**src/rtl/seq_pkg.sv**
```systemverilog
// -----------------------------------------------------------------------------
// seq_pkg
//   Types and constants shared by the bit serializer and the downstream
//   sequence-detector stage.
//
//   ser_state_t        : serializer FSM state (idle / shifting a word out)
//   SER_DEFAULT_WIDTH  : default parallel word width of the serializer
// -----------------------------------------------------------------------------
package seq_pkg;

  localparam int SER_DEFAULT_WIDTH = 8;

  typedef enum logic {
    S_IDLE  = 1'b0,
    S_SHIFT = 1'b1
  } ser_state_t;

endpackage : seq_pkg

```
**src/rtl/bit_serializer_if.sv**
```systemverilog
// -----------------------------------------------------------------------------
// bit_serializer_if
//   Parallel-word valid/ready handshake feeding the bit serializer.
//
//   in_data  : parallel word (WIDTH bits), source -> serializer
//   in_valid : in_data holds a word,       source -> serializer
//   in_ready : serializer accepts in_data, serializer -> source
//
//   Modports:
//     master : the word source
//     slave  : the serializer
// -----------------------------------------------------------------------------
interface bit_serializer_if
  import seq_pkg::*;
#(
  parameter int WIDTH = SER_DEFAULT_WIDTH
);

  logic [WIDTH-1:0] in_data;
  logic             in_valid;
  logic             in_ready;

  modport master (
    output in_data,
    output in_valid,
    input  in_ready
  );

  modport slave (
    input  in_data,
    input  in_valid,
    output in_ready
  );

endinterface : bit_serializer_if

```
**src/rtl/bit_serializer.sv**
```systemverilog
// -----------------------------------------------------------------------------
// bit_serializer
//   Accepts WIDTH-bit words over a valid/ready handshake and shifts them out
//   one bit per cycle. The output stream is intended for the in_bit input of
//   the sequence-detector stage.
//
//   Parameters
//     WIDTH     : parallel word width, 2..32
//     MSB_FIRST : 1 = bit WIDTH-1 leaves first, 0 = bit 0 leaves first
//     IDLE_BIT  : level driven on out_bit while no word is in flight
//
//   Ports
//     clk       : single clock, all state changes on the rising edge
//     rst       : synchronous, active-high reset
//     in_bus    : slave side of the word handshake (in_data/in_valid/in_ready)
//     pause     : freezes shifting (state, counter, shift register) while high
//     out_bit   : serial data
//     out_valid : out_bit carries a new bit this cycle
//     busy      : a word is in flight
//
//   Timing
//     The first bit of a word appears the cycle after the accepting edge.
//     in_ready is also raised on the last bit of a word, so a word offered
//     at that point follows the previous one with no idle cycle in between.
// -----------------------------------------------------------------------------
module bit_serializer
  import seq_pkg::*;
#(
  parameter int   WIDTH     = SER_DEFAULT_WIDTH,
  parameter bit   MSB_FIRST = 1'b1,
  parameter logic IDLE_BIT  = 1'b0
) (
  input  logic              clk,
  input  logic              rst,
  bit_serializer_if.slave   in_bus,
  input  logic              pause,
  output logic              out_bit,
  output logic              out_valid,
  output logic              busy
);

  localparam int               CNT_W    = $clog2(WIDTH);
  localparam logic [CNT_W-1:0] LAST_IDX = CNT_W'(WIDTH - 1);

  // ---------------------------------------------------------------------------
  // State
  // ---------------------------------------------------------------------------
  ser_state_t       state_q;
  logic [WIDTH-1:0] shift_q;
  logic [CNT_W-1:0] cnt_q;

  // ---------------------------------------------------------------------------
  // Combinational control
  // ---------------------------------------------------------------------------
  logic             advance;   // a bit is consumed this cycle
  logic             last_bit;  // the bit on out_bit is the last of the word
  logic             ready;
  logic             transfer;
  logic [WIDTH-1:0] shift_d;   // shift register after consuming one bit
  logic             cur_bit;   // bit currently at the output end

  always_comb begin
    // NOTE: every signal driven here gets a value on every path (defaults
    // first); a path that leaves one unassigned would infer a latch.
    shift_d = shift_q;
    cur_bit = shift_q[0];
    if (MSB_FIRST) begin
      shift_d = {shift_q[WIDTH-2:0], 1'b0};
      cur_bit = shift_q[WIDTH-1];
    end else begin
      shift_d = {1'b0, shift_q[WIDTH-1:1]};
      cur_bit = shift_q[0];
    end

    advance  = (state_q == S_SHIFT) && !pause;
    last_bit = (cnt_q == LAST_IDX);

    // Ready when idle, or while the last bit of the current word is being
    // consumed; pause on the last bit blocks the hand-over as well. Held low
    // during reset so nothing is accepted that the reset would then discard.
    ready    = !rst && ((state_q == S_IDLE) || (advance && last_bit));
    transfer = in_bus.in_valid && ready;
  end

  assign in_bus.in_ready = ready;

  // ---------------------------------------------------------------------------
  // FSM, shift register and bit counter
  // ---------------------------------------------------------------------------
  // NOTE: all state here is updated with non-blocking assignments so every
  // register samples the pre-edge values of the others; blocking assignments
  // would make the result depend on statement order.
  always_ff @(posedge clk) begin
    if (rst) begin
      state_q <= S_IDLE;
      // NOTE: the shift register is pure datapath and would not normally need
      // a reset; it is cleared so that no bit of a word interrupted by reset
      // can surface afterwards, and so the idle contents are deterministic.
      shift_q <= '0;
      cnt_q   <= '0;
    end else begin
      case (state_q)
        S_IDLE: begin
          if (transfer) begin
            shift_q <= in_bus.in_data;
            cnt_q   <= '0;
            state_q <= S_SHIFT;
          end
        end

        S_SHIFT: begin
          if (!pause) begin
            if (last_bit) begin
              if (transfer) begin
                // Back-to-back reload: next word's first bit is on out_bit
                // in the very next cycle.
                shift_q <= in_bus.in_data;
                cnt_q   <= '0;
              end else begin
                // Counter is left at WIDTH-1; it only wraps on a reload.
                state_q <= S_IDLE;
              end
            end else begin
              shift_q <= shift_d;
              cnt_q   <= cnt_q + 1'b1;
            end
          end
        end

        default: state_q <= S_IDLE;
      endcase
    end
  end

  // ---------------------------------------------------------------------------
  // Outputs
  // ---------------------------------------------------------------------------
  // out_bit comes straight from the shift register, so it holds naturally
  // while paused and falls back to IDLE_BIT as soon as the word completes.
  assign busy      = (state_q == S_SHIFT);
  assign out_valid = advance;
  assign out_bit   = busy ? cur_bit : IDLE_BIT;

  // ---------------------------------------------------------------------------
  // Invariants
  // ---------------------------------------------------------------------------
  a_cnt_range : assert property (@(posedge clk) disable iff (rst)
    cnt_q <= LAST_IDX);

  a_valid_busy : assert property (@(posedge clk) disable iff (rst)
    out_valid |-> busy);

endmodule : bit_serializer

```
**src/flat_wrapper.sv**
```systemverilog
// flat-port wrapper written by rule: the top's interface ports become plain ports
module bit_serializer_flat import seq_pkg::*;
#(
  parameter int   WIDTH     = SER_DEFAULT_WIDTH,
  parameter bit   MSB_FIRST = 1'b1,
  parameter logic IDLE_BIT  = 1'b0
)
  (clk, rst, pause, out_bit, out_valid, busy, in_bus_in_data, in_bus_in_valid, in_bus_in_ready);
  bit_serializer_if #(.WIDTH(WIDTH)) in_bus_i ();
  input  logic clk;
  input  logic rst;
  input  logic pause;
  output logic out_bit;
  output logic out_valid;
  output logic busy;
  input wire logic [$bits(in_bus_i.in_data)-1:0] in_bus_in_data;
  input wire logic [$bits(in_bus_i.in_valid)-1:0] in_bus_in_valid;
  output wire logic [$bits(in_bus_i.in_ready)-1:0] in_bus_in_ready;
  assign in_bus_i.in_data = in_bus_in_data;
  assign in_bus_i.in_valid = in_bus_in_valid;
  assign in_bus_in_ready = in_bus_i.in_ready;
  bit_serializer #(.WIDTH(WIDTH), .MSB_FIRST(MSB_FIRST), .IDLE_BIT(IDLE_BIT)) u_core (.clk(clk), .rst(rst), .in_bus(in_bus_i), .pause(pause), .out_bit(out_bit), .out_valid(out_valid), .busy(busy));
endmodule
```
**config.mk**
```make
export PLATFORM = sky130hd
export DESIGN_NAME = bit_serializer_flat
export DESIGN_NICKNAME = d
export VERILOG_FILES = /design/src/rtl/seq_pkg.sv /design/src/rtl/bit_serializer_if.sv /design/src/rtl/bit_serializer.sv /design/src/flat_wrapper.sv
export SDC_FILE = /design/constraint.sdc
export NUM_CORES = 1
export LEC_CHECK = 0
export CORE_MARGIN = 2
export CORE_UTILIZATION = 40
export CTS_BUF_LIST = sky130_fd_sc_hd__clkbuf_4 sky130_fd_sc_hd__clkbuf_8
export CTS_CLUSTER_SIZE = 12
export DETAILED_ROUTE_END_ITERATION = 12
export PLACE_DENSITY = 0.79
export SLEW_MARGIN = 20
export SYNTH_ARGS = -nofsm -noshare
export SYNTH_HDL_FRONTEND = slang
export SYNTH_SLANG_ARGS = --single-unit
```
**constraint.sdc**
```tcl
create_clock -name clk -period 3.6 [get_ports clk]
set_input_delay 0.54 -clock clk [delete_from_list [all_inputs] [get_ports clk]]
set_output_delay 0.54 -clock clk [all_outputs]
set_load 0.02 [all_outputs]
```
---- After elaboration in Yosys (flattened, before gate mapping) ----
Index checks and enable logic that the tools add are counted.
word-level totals
  register bits ........................... 12
  input port bits ......................... 12
  output and inout bits ................... 4
cells by class
  add/sub/neg operators ................... 1
  equality and inequality tests ........... 2
  muxes and demuxes ....................... 13
  bitwise logic cells ..................... 1
  reduce and logical (&&, ||, !) cells .... 7
operators with widths
  kind                 count
  $mux 8               3
  $pmux 8 s2           1
  $mux 3               3
  $pmux 3 s2           1
  $logic_and 1x1->1    4
  $mux 1               4
  $add 3x1->3 const B  1
  $eq 3x3->1 const B   1
  $logic_not 1->1      2
  $ne 2x2->1 const B   1
  $pmux 1 s2           1
  $logic_or 1x1->1     1
  $not 1->1            1

---- Depth between registers and ports, before layout ----
Gate-level depths: netlist (run 1).
  depth after elaboration ................. 10
  mapped depth ............................ 6
  mapped depth without buffers ............ 5

---- Worst setup path after synthesis (run 1) ----
Ideal clock, no wire load.
  path kind ............................... input port to output port
  from .................................... input rst
  to ...................................... output in_bus_in_ready
  arrival ................................. 1244 ps
  required time ........................... 3060 ps
  path slack .............................. 1816 ps
  stages on the path ...................... 3
  path buffers ............................ 2
  cell sequence ........................... clkbuf_1 clkbuf_1 a21oi_1
on the way
  longest elaborated chain between the ends .. 2
RTL lines
  what               RTL line              RTL
  start, declared    flat_wrapper.sv:11    input logic rst;
  $logic_not 1->1    bit_serializer.sv:81  ready = !rst && ((state_q == S_IDLE) || (advance && last_bit));
  $logic_and 1x1->1  bit_serializer.sv:81
  end, declared      flat_wrapper.sv:18    output wire logic [$bits(in_bus_i.in_ready)-1:0] in_bus_in_ready;
No other way between the ends.

---- Worst setup path in the final report (run 1) ----
  from .................................... input pause
  to ...................................... output in_bus_in_ready
on the way
  longest elaborated chain between the ends .. 5
RTL lines
  what               RTL line              RTL
  start, declared    flat_wrapper.sv:12    input logic pause;
  $logic_not 1->1    bit_serializer.sv:75  advance = (state_q == S_SHIFT) && !pause;
  $logic_and 1x1->1  bit_serializer.sv:75
  $logic_and 1x1->1  bit_serializer.sv:81
  $logic_or 1x1->1   bit_serializer.sv:81
  $logic_and 1x1->1  bit_serializer.sv:81
No other way between the ends.

==> results of run 1 <==
## power breakdown
| part | leakage (uW) | switching, uW | internal (uW) |
|---|---|---|---|
| Combinational | 0.000194 | 24.0 | 31.2 |
| Sequential | 0.0000993 | 6.16 | 143 |
| Clock | 0.0000210 | 48.2 | 61.5 |
| Total | 0.000314 | 78.3 | 236 |
## state kept, by name (all words and copies together) (netlist names)
signal          count
u_core.shift_q      8
u_core.cnt_q        3
u_core.busy         1
## per-layer routing
metal  GRT usage [%]  share of wire, %  vias to the layer above
met4            9.09               1.7                        0
met3            5.11               5.5                        4
met2            22.4                45                       16
met5               0                 0                        -
met1            19.7                47                      246
li1                -                 -                      278
## worst max path at each step
stage / cells after the start / endpoint / start / slack [ns]
after floorplan: 3 / in_bus_in_ready / rst / 1.82
after global placement: 4 / in_bus_in_ready / pause / 1.03
after detailed placement: 4 / in_bus_in_ready / pause / 1.01
after CTS: 4 / in_bus_in_ready / pause / 1.00
after global routing: 4 / in_bus_in_ready / pause / 0.95
final: 4 / in_bus_in_ready / pause / 1.0
## stage by stage
stage                     instances  total power, uW
final                            98              314
after CTS                        98              317
after global placement           94              206
after floorplan                  66              183
after global routing             98              331
after detailed placement         94              207
## area by class of cell
cell class | instances | area [um^2]
clock buffer | 4 | 36.3
fill | 146 | 664
sequential | 12 | 240
timing repair buffer | 16 | 158
tap | 16 | 20.0
multi-input combinational | 44 | 330
inverter | 6 | 22.5
## worst reg2reg max path, delay by kind of cell, from the launching register on
kind	cells	cell delay [ns]
simple gates	2	0.84
fa+ha+maj	2	0.45
flops	1	0.33
compound gates	1	0.07
## synthesized netlist by cell type, types with 2 or more instances
master	count	share of area, %
a21oi_1	7	5.7
clkbuf_1	2	1.2
o221a_1	5	9.2
a2111oi_0	2	2.9
inv_1	6	3.7
nor2_1	3	1.8
nand3b_1	5	6.1
ha_1	2	4.1
o21ai_0	3	2.5
dfxtp_1	12	39
buf_2	2	1.6
## logic make-up after synthesis
group           after synthesis
compound gates               23
fa+ha+maj                     2
buf+inv                      10
flops                        12
mux                           1
simple gates                 18
## layout by cell type, fill, tap and decap left out
cell             instances
a2111oi_0                2
a211o_1                  1
a211oi_1                 1
a21bo_2                  1
a21oi_1                  7
a311oi_1                 1
and2_1                   1
and2b_1                  1
buf_4                    1
clkbuf_4                 3
clkbuf_8                 1
clkdlybuf4s50_1         15
dfxtp_1                 12
ha_1                     2
inv_1                    6
mux2_4                   1
nand2_1                  1
nand2b_1                 1
nand3_1                  1
nand3b_1                 5
nor2_1                   3
nor2b_1                  1
nor3b_1                  1
nor3b_2                  1
o21a_1                   1
o21ai_0                  3
o21ai_1                  1
o221a_1                  5
or3_1                    1
or3b_1                   1
==> impl_metrics.yaml, run 1 <==
drt:
  drt-pass1-iter-count: 4
  vias: 544
  routed_wl_mm: 1.28
  wire_per_inst_um: 13.0
  drt_iter0_drc: 15
  vias_per_cell: 5.55
  route.antenna.remaining_nets: 0
  drc: 0
yosys:
  syn_inst: 66
  synth_mux_area_share_pct: 2.46
  synth_area_um2: 611
  synth_seq_area_share_pct: 39.3
  synth_nets: 80
  synth_top_flop_cell: "dfxtp_1"
  async_flop_share_pct: 0
  synth_edf_count: 0
  ys_types: 28
  synth_compound_area_share_pct: 28.1
  syn_area_per_cell_um2: 9.25
  synth-xor-area-share_pct: 0
  synth-simple-area-share_pct: 19.5
  synthAdderAreaFrac_pct: 4.10
  yosys_warnings: 0
  synth_top_family_by_area: "compound AO/OA/AOI/OAI gates"
  ys_seq_elements: 12
timing:
  layout_min_cycle_time_ns: 2.60
  setup_violations: 0
  fin_ws_ns: 0.996
  clock.fmax_mhz: 384
  finalSetupTns_ns: 0
  drv_slew: 0
  tightest_slew_ns: 0.533
  fin_crit_sh_pct: 72.3
  hold_viol: 0
  rsz0062_at_grt: "false"
  slew_headroom_pct: 64.3
  timing.hold.ws_ns: 0.491
  skew_ns: 0.00519
cts:
  htreeDepth: 1
  clkSlewWorstSetupHoldPaths_ns: 0.08
  cts_tree: "yes"
  numCtsBuffers: 3
  clk_latency_ns: 0.28
  ctsResizeCount: 0
  cts.path.max_buffers: 2
  post_cts_buffers: 0
  cts_hold_buf: 0
  cts_root_buffer: "clkbuf_4"
  clock_sinks: 12
setup_path:
  r2r_slack_ns: 1.86
  cp_slowest_cell: "clkdlybuf4s50_1"
  path_max_fanout: 5
  required_ns: 3.06
  path_cells: "clkdlybuf4s50_1 > nand2b_1 > a21oi_1 > clkdlybuf4s50_1"
  critPathKind: "primary input to output port"
  reg2reg_to: "u_core.cnt_q[0]$_SDFFE_PP0P_"
  cpMostUsedCell: "clkdlybuf4s50_1"
  start_kind: "primary input"
  critPathBufInv: 2
  max_stage_delay_ns: 0.61
  r2r_start: "u_core.cnt_q[0]$_SDFFE_PP0P_"
  cp-end-kind: "output port"
  cp.arrival_ns: 2.06
  rr_worst_depth: 5
  critPathTopFamily: "buffers and inverters"
cells_and_area:
  fin_nets: 97
  final_util_pct: 54.8
  fin_area_um2: 807
  final_layout_size_suffix_gt1_share_pct: 9.76
  area_delta_synth_final_pct: 32.2
  num_antenna_cells: 0
power:
  leakage_uw: 0.000314
  ir_drop_v: 0.000197
  p_per_area_mw_per_mm2: 389
die:
  die_w_um: 43.1
  initial_core_util_pct: 41.5
  die_area_mm2: 0.00186
  die_y_um: 43.1
  core_region_area_mm2: 0.00147
  pin_count: 16
  rows: 14
run:
  max_cap_violations: 0
placement:
  port_buffers: 15
  dpl_cell_area_um2: 771
  gp_congestion: 0.742
  dp_hpwl_um: 895
  pre_cts_slack_ns: 1.01
global_route:
  grt_pass1_wl_mm: 2.07
  grt_usage_pct: 15.4
  grt_pass1_vias: 499
  grt_max_degree: 20
  antenna_found_initial: 0
  overflow: 0
min_path:
  hold_path_class: "flop to flop"
  hold_path.startpoint: "u_core.shift_q[2]$_SDFFE_PP0P_"
  hold_depth: 2
  min_to: "u_core.shift_q[2]$_SDFFE_PP0P_"
outcome:
  status: "completed"
Power figures use the tool's default switching activity.
==> run 2, diff against run 1 <==
==> constraint.sdc (replaced) <==
create_clock -name clk -period 2.69 [get_ports clk]
set_input_delay 0.4035 -clock clk [delete_from_list [all_inputs] [get_ports clk]]
set_output_delay 0.4035 -clock clk [all_outputs]
set_load 0.02 [all_outputs]
==> run 2 against run 1 <==
  * First-iteration DRC count is 40% lower
  * Global-route usage up 0.99 points
  * Core utilization down 0.94 points
  * Wire length rose by 2.4%
  * Final cell count fell by 1.0%
  * Non-clock buffer count stayed put
  * Sequential share of layout area grew 0.52 points
  * Largest power group unchanged
==> impl_metrics.yaml, run 2 (synthesis results as in run 1) <==
cells_and_area:
  final_util_pct: 53.9
  area_delta_synth_final_pct: 29.9
  layout_common_cells: "clkdlybuf4s50_1 (15), dfxtp_1 (12), a21oi_1 (7)"
  layout_commonest_cell: "clkdlybuf4s50_1"
  fin_nets: 97
  final_layout_size_suffix_gt1_share_pct: 8.64
  regMostFlops: "u_core.shift_q"
  largest_reg_flops: 8
  nFillCells: 145
  fin_area_um2: 793
  num_antenna_cells: 0
power:
  p_per_area_mw_per_mm2: 483
  leakage_uw: 0.000307
  ir_drop_v: 0.000330
cts:
  cts.path.max_buffers: 2
  cts_root_buffer: "clkbuf_4"
  clk_latency_ns: 0.27
  post_cts_buffers: 0
  clkSlewWorstSetupHoldPaths_ns: 0.08
  clock_sinks: 12
  ctsResizeCount: 0
  numCtsBuffers: 3
  cts_hold_buf: 0
  htreeDepth: 1
  cts_tree: "yes"
run:
  max_cap_violations: 0
timing:
  setup_violations: 0
  hold_viol: 0
  timing.hold.ws_ns: 0.484
  clock.fmax_mhz: 426
  rsz0062_at_grt: "false"
  layout_min_cycle_time_ns: 2.35
  slew_headroom_pct: 65.5
  skew_ns: 0.0103
  tightest_slew_ns: 0.515
  finalSetupTns_ns: 0
  drv_slew: 0
  fin_crit_sh_pct: 87.2
die:
  die_w_um: 43.1
  die_y_um: 43.1
  die_area_mm2: 0.00186
  pin_count: 16
  core_region_area_mm2: 0.00147
  initial_core_util_pct: 41.5
  rows: 14
drt:
  drt_iter0_drc: 9
  wl_met1_um: 594
  top_layer: "met4"
  route.antenna.remaining_nets: 0
  met2WireLength_um: 629
  vias_per_cell: 5.59
  dr_wl_met3_um: 65
  vias: 542
  routed_wl_mm: 1.31
  wire_per_inst_um: 13.5
  drc: 0
  drt-pass1-iter-count: 4
global_route:
  overflow: 0
  grt_pass1_vias: 557
  grt_max_degree: 19
  antenna_found_initial: 0
  grt_usage_pct: 16.4
  grt_pass1_wl_mm: 2.30
placement:
  port_buffers: 15
  gp_congestion: 0.716
  dpl_cell_area_um2: 771
  dp_hpwl_um: 972
setup_path:
  critPathKind: "flop to output port"
  required_ns: 2.29
  cp.arrival_ns: 1.94
  start_kind: "flop"
  path_max_fanout: 5
  cp-end-kind: "output port"
outcome:
  status: "completed"
min_path:
  hold_path_class: "flop to flop"
==> run 2: cell count changes in the layout (fill, tap and decap cells not counted) <==
cell      delta
clkbuf_8     -1
==> run 2: per-stage QoR <==
step	power [uW]	worst slack [ns]	std cells
5_1_grt	401	0.209	97
3_5_place_dp	279	0.373	94
4_1_cts	387	0.335	97
6_report	383	0.343	97
2_1_floorplan	245	1.07	66
3_3_place_gp	277	0.395	94
==> run 2: worst paths after layout <==
| check | cells after the start | start | slack, ns | endpoint |
|---|---|---|---|---|
| min | 2 | u_core.shift_q[0]$_SDFFE_PP0P_ | 0.48 | u_core.shift_q[1]$_SDFFE_PP0P_ |
| max reg2reg | 5 | u_core.cnt_q[0]$_SDFFE_PP0P_ | 0.94 | u_core.shift_q[0]$_SDFFE_PP0P_ |
| max | 5 | u_core.cnt_q[0]$_SDFFE_PP0P_ | 0.34 | in_bus_in_ready |
| min reg2reg | 2 | u_core.shift_q[0]$_SDFFE_PP0P_ | 0.48 | u_core.shift_q[1]$_SDFFE_PP0P_ |
==> run 2: final cells by class <==
| type | instances | area (um^2) | area share, % |
|---|---|---|---|
| timing repair buffer | 16 | 158 | 19.9 |
| tap | 16 | 20.0 | 2.52 |
| inverter | 6 | 22.5 | 2.84 |
| clock buffer | 3 | 22.5 | 2.84 |
| multi-input combinational | 44 | 330 | 41.6 |
| sequential | 12 | 240 | 30.3 |
==> run 2: metal layers <==
metal,up-vias,track usage (%)
met1,250,20.1
met4,0,7.27
li1,272,-
met2,16,27.0
met5,-,0
met3,4,4.26
==> run 2: worst max-delay path, stage by stage, from the launching register on <==
cell and delay [ns]:
dfxtp_1 0.36, ha_1 0.16, ha_1 0.22, nand2b_1 0.15, a21oi_1 0.17, clkdlybuf4s50_1 0.62
==> run 2: power by group <==
group          switching [uW]  internal [uW]
clock                    57.0           51.8
combinational            32.4           41.8
sequential               8.53            191
total                    98.0            285
==> run 3, diff against run 2 <==
--- a/config.mk
+++ b/config.mk
@@ -10,6 +10,7 @@
 export CTS_BUF_LIST = sky130_fd_sc_hd__clkbuf_4 sky130_fd_sc_hd__clkbuf_8
 export CTS_CLUSTER_SIZE = 12
 export DETAILED_ROUTE_END_ITERATION = 12
+export MAX_ROUTING_LAYER = met4
 export PLACE_DENSITY = 0.79
 export SLEW_MARGIN = 20
 export SYNTH_ARGS = -nofsm -noshare
==> results of run 3 <==
Same layout as run 2: the final DEF is identical, and so are final timing and power.
Main changes from that run: final weighted congestion in routability-driven placement 0.716 -> 0.725; via count of the first global-routing pass 557 -> 558; overall routing resource usage 16.4% -> 16.9%
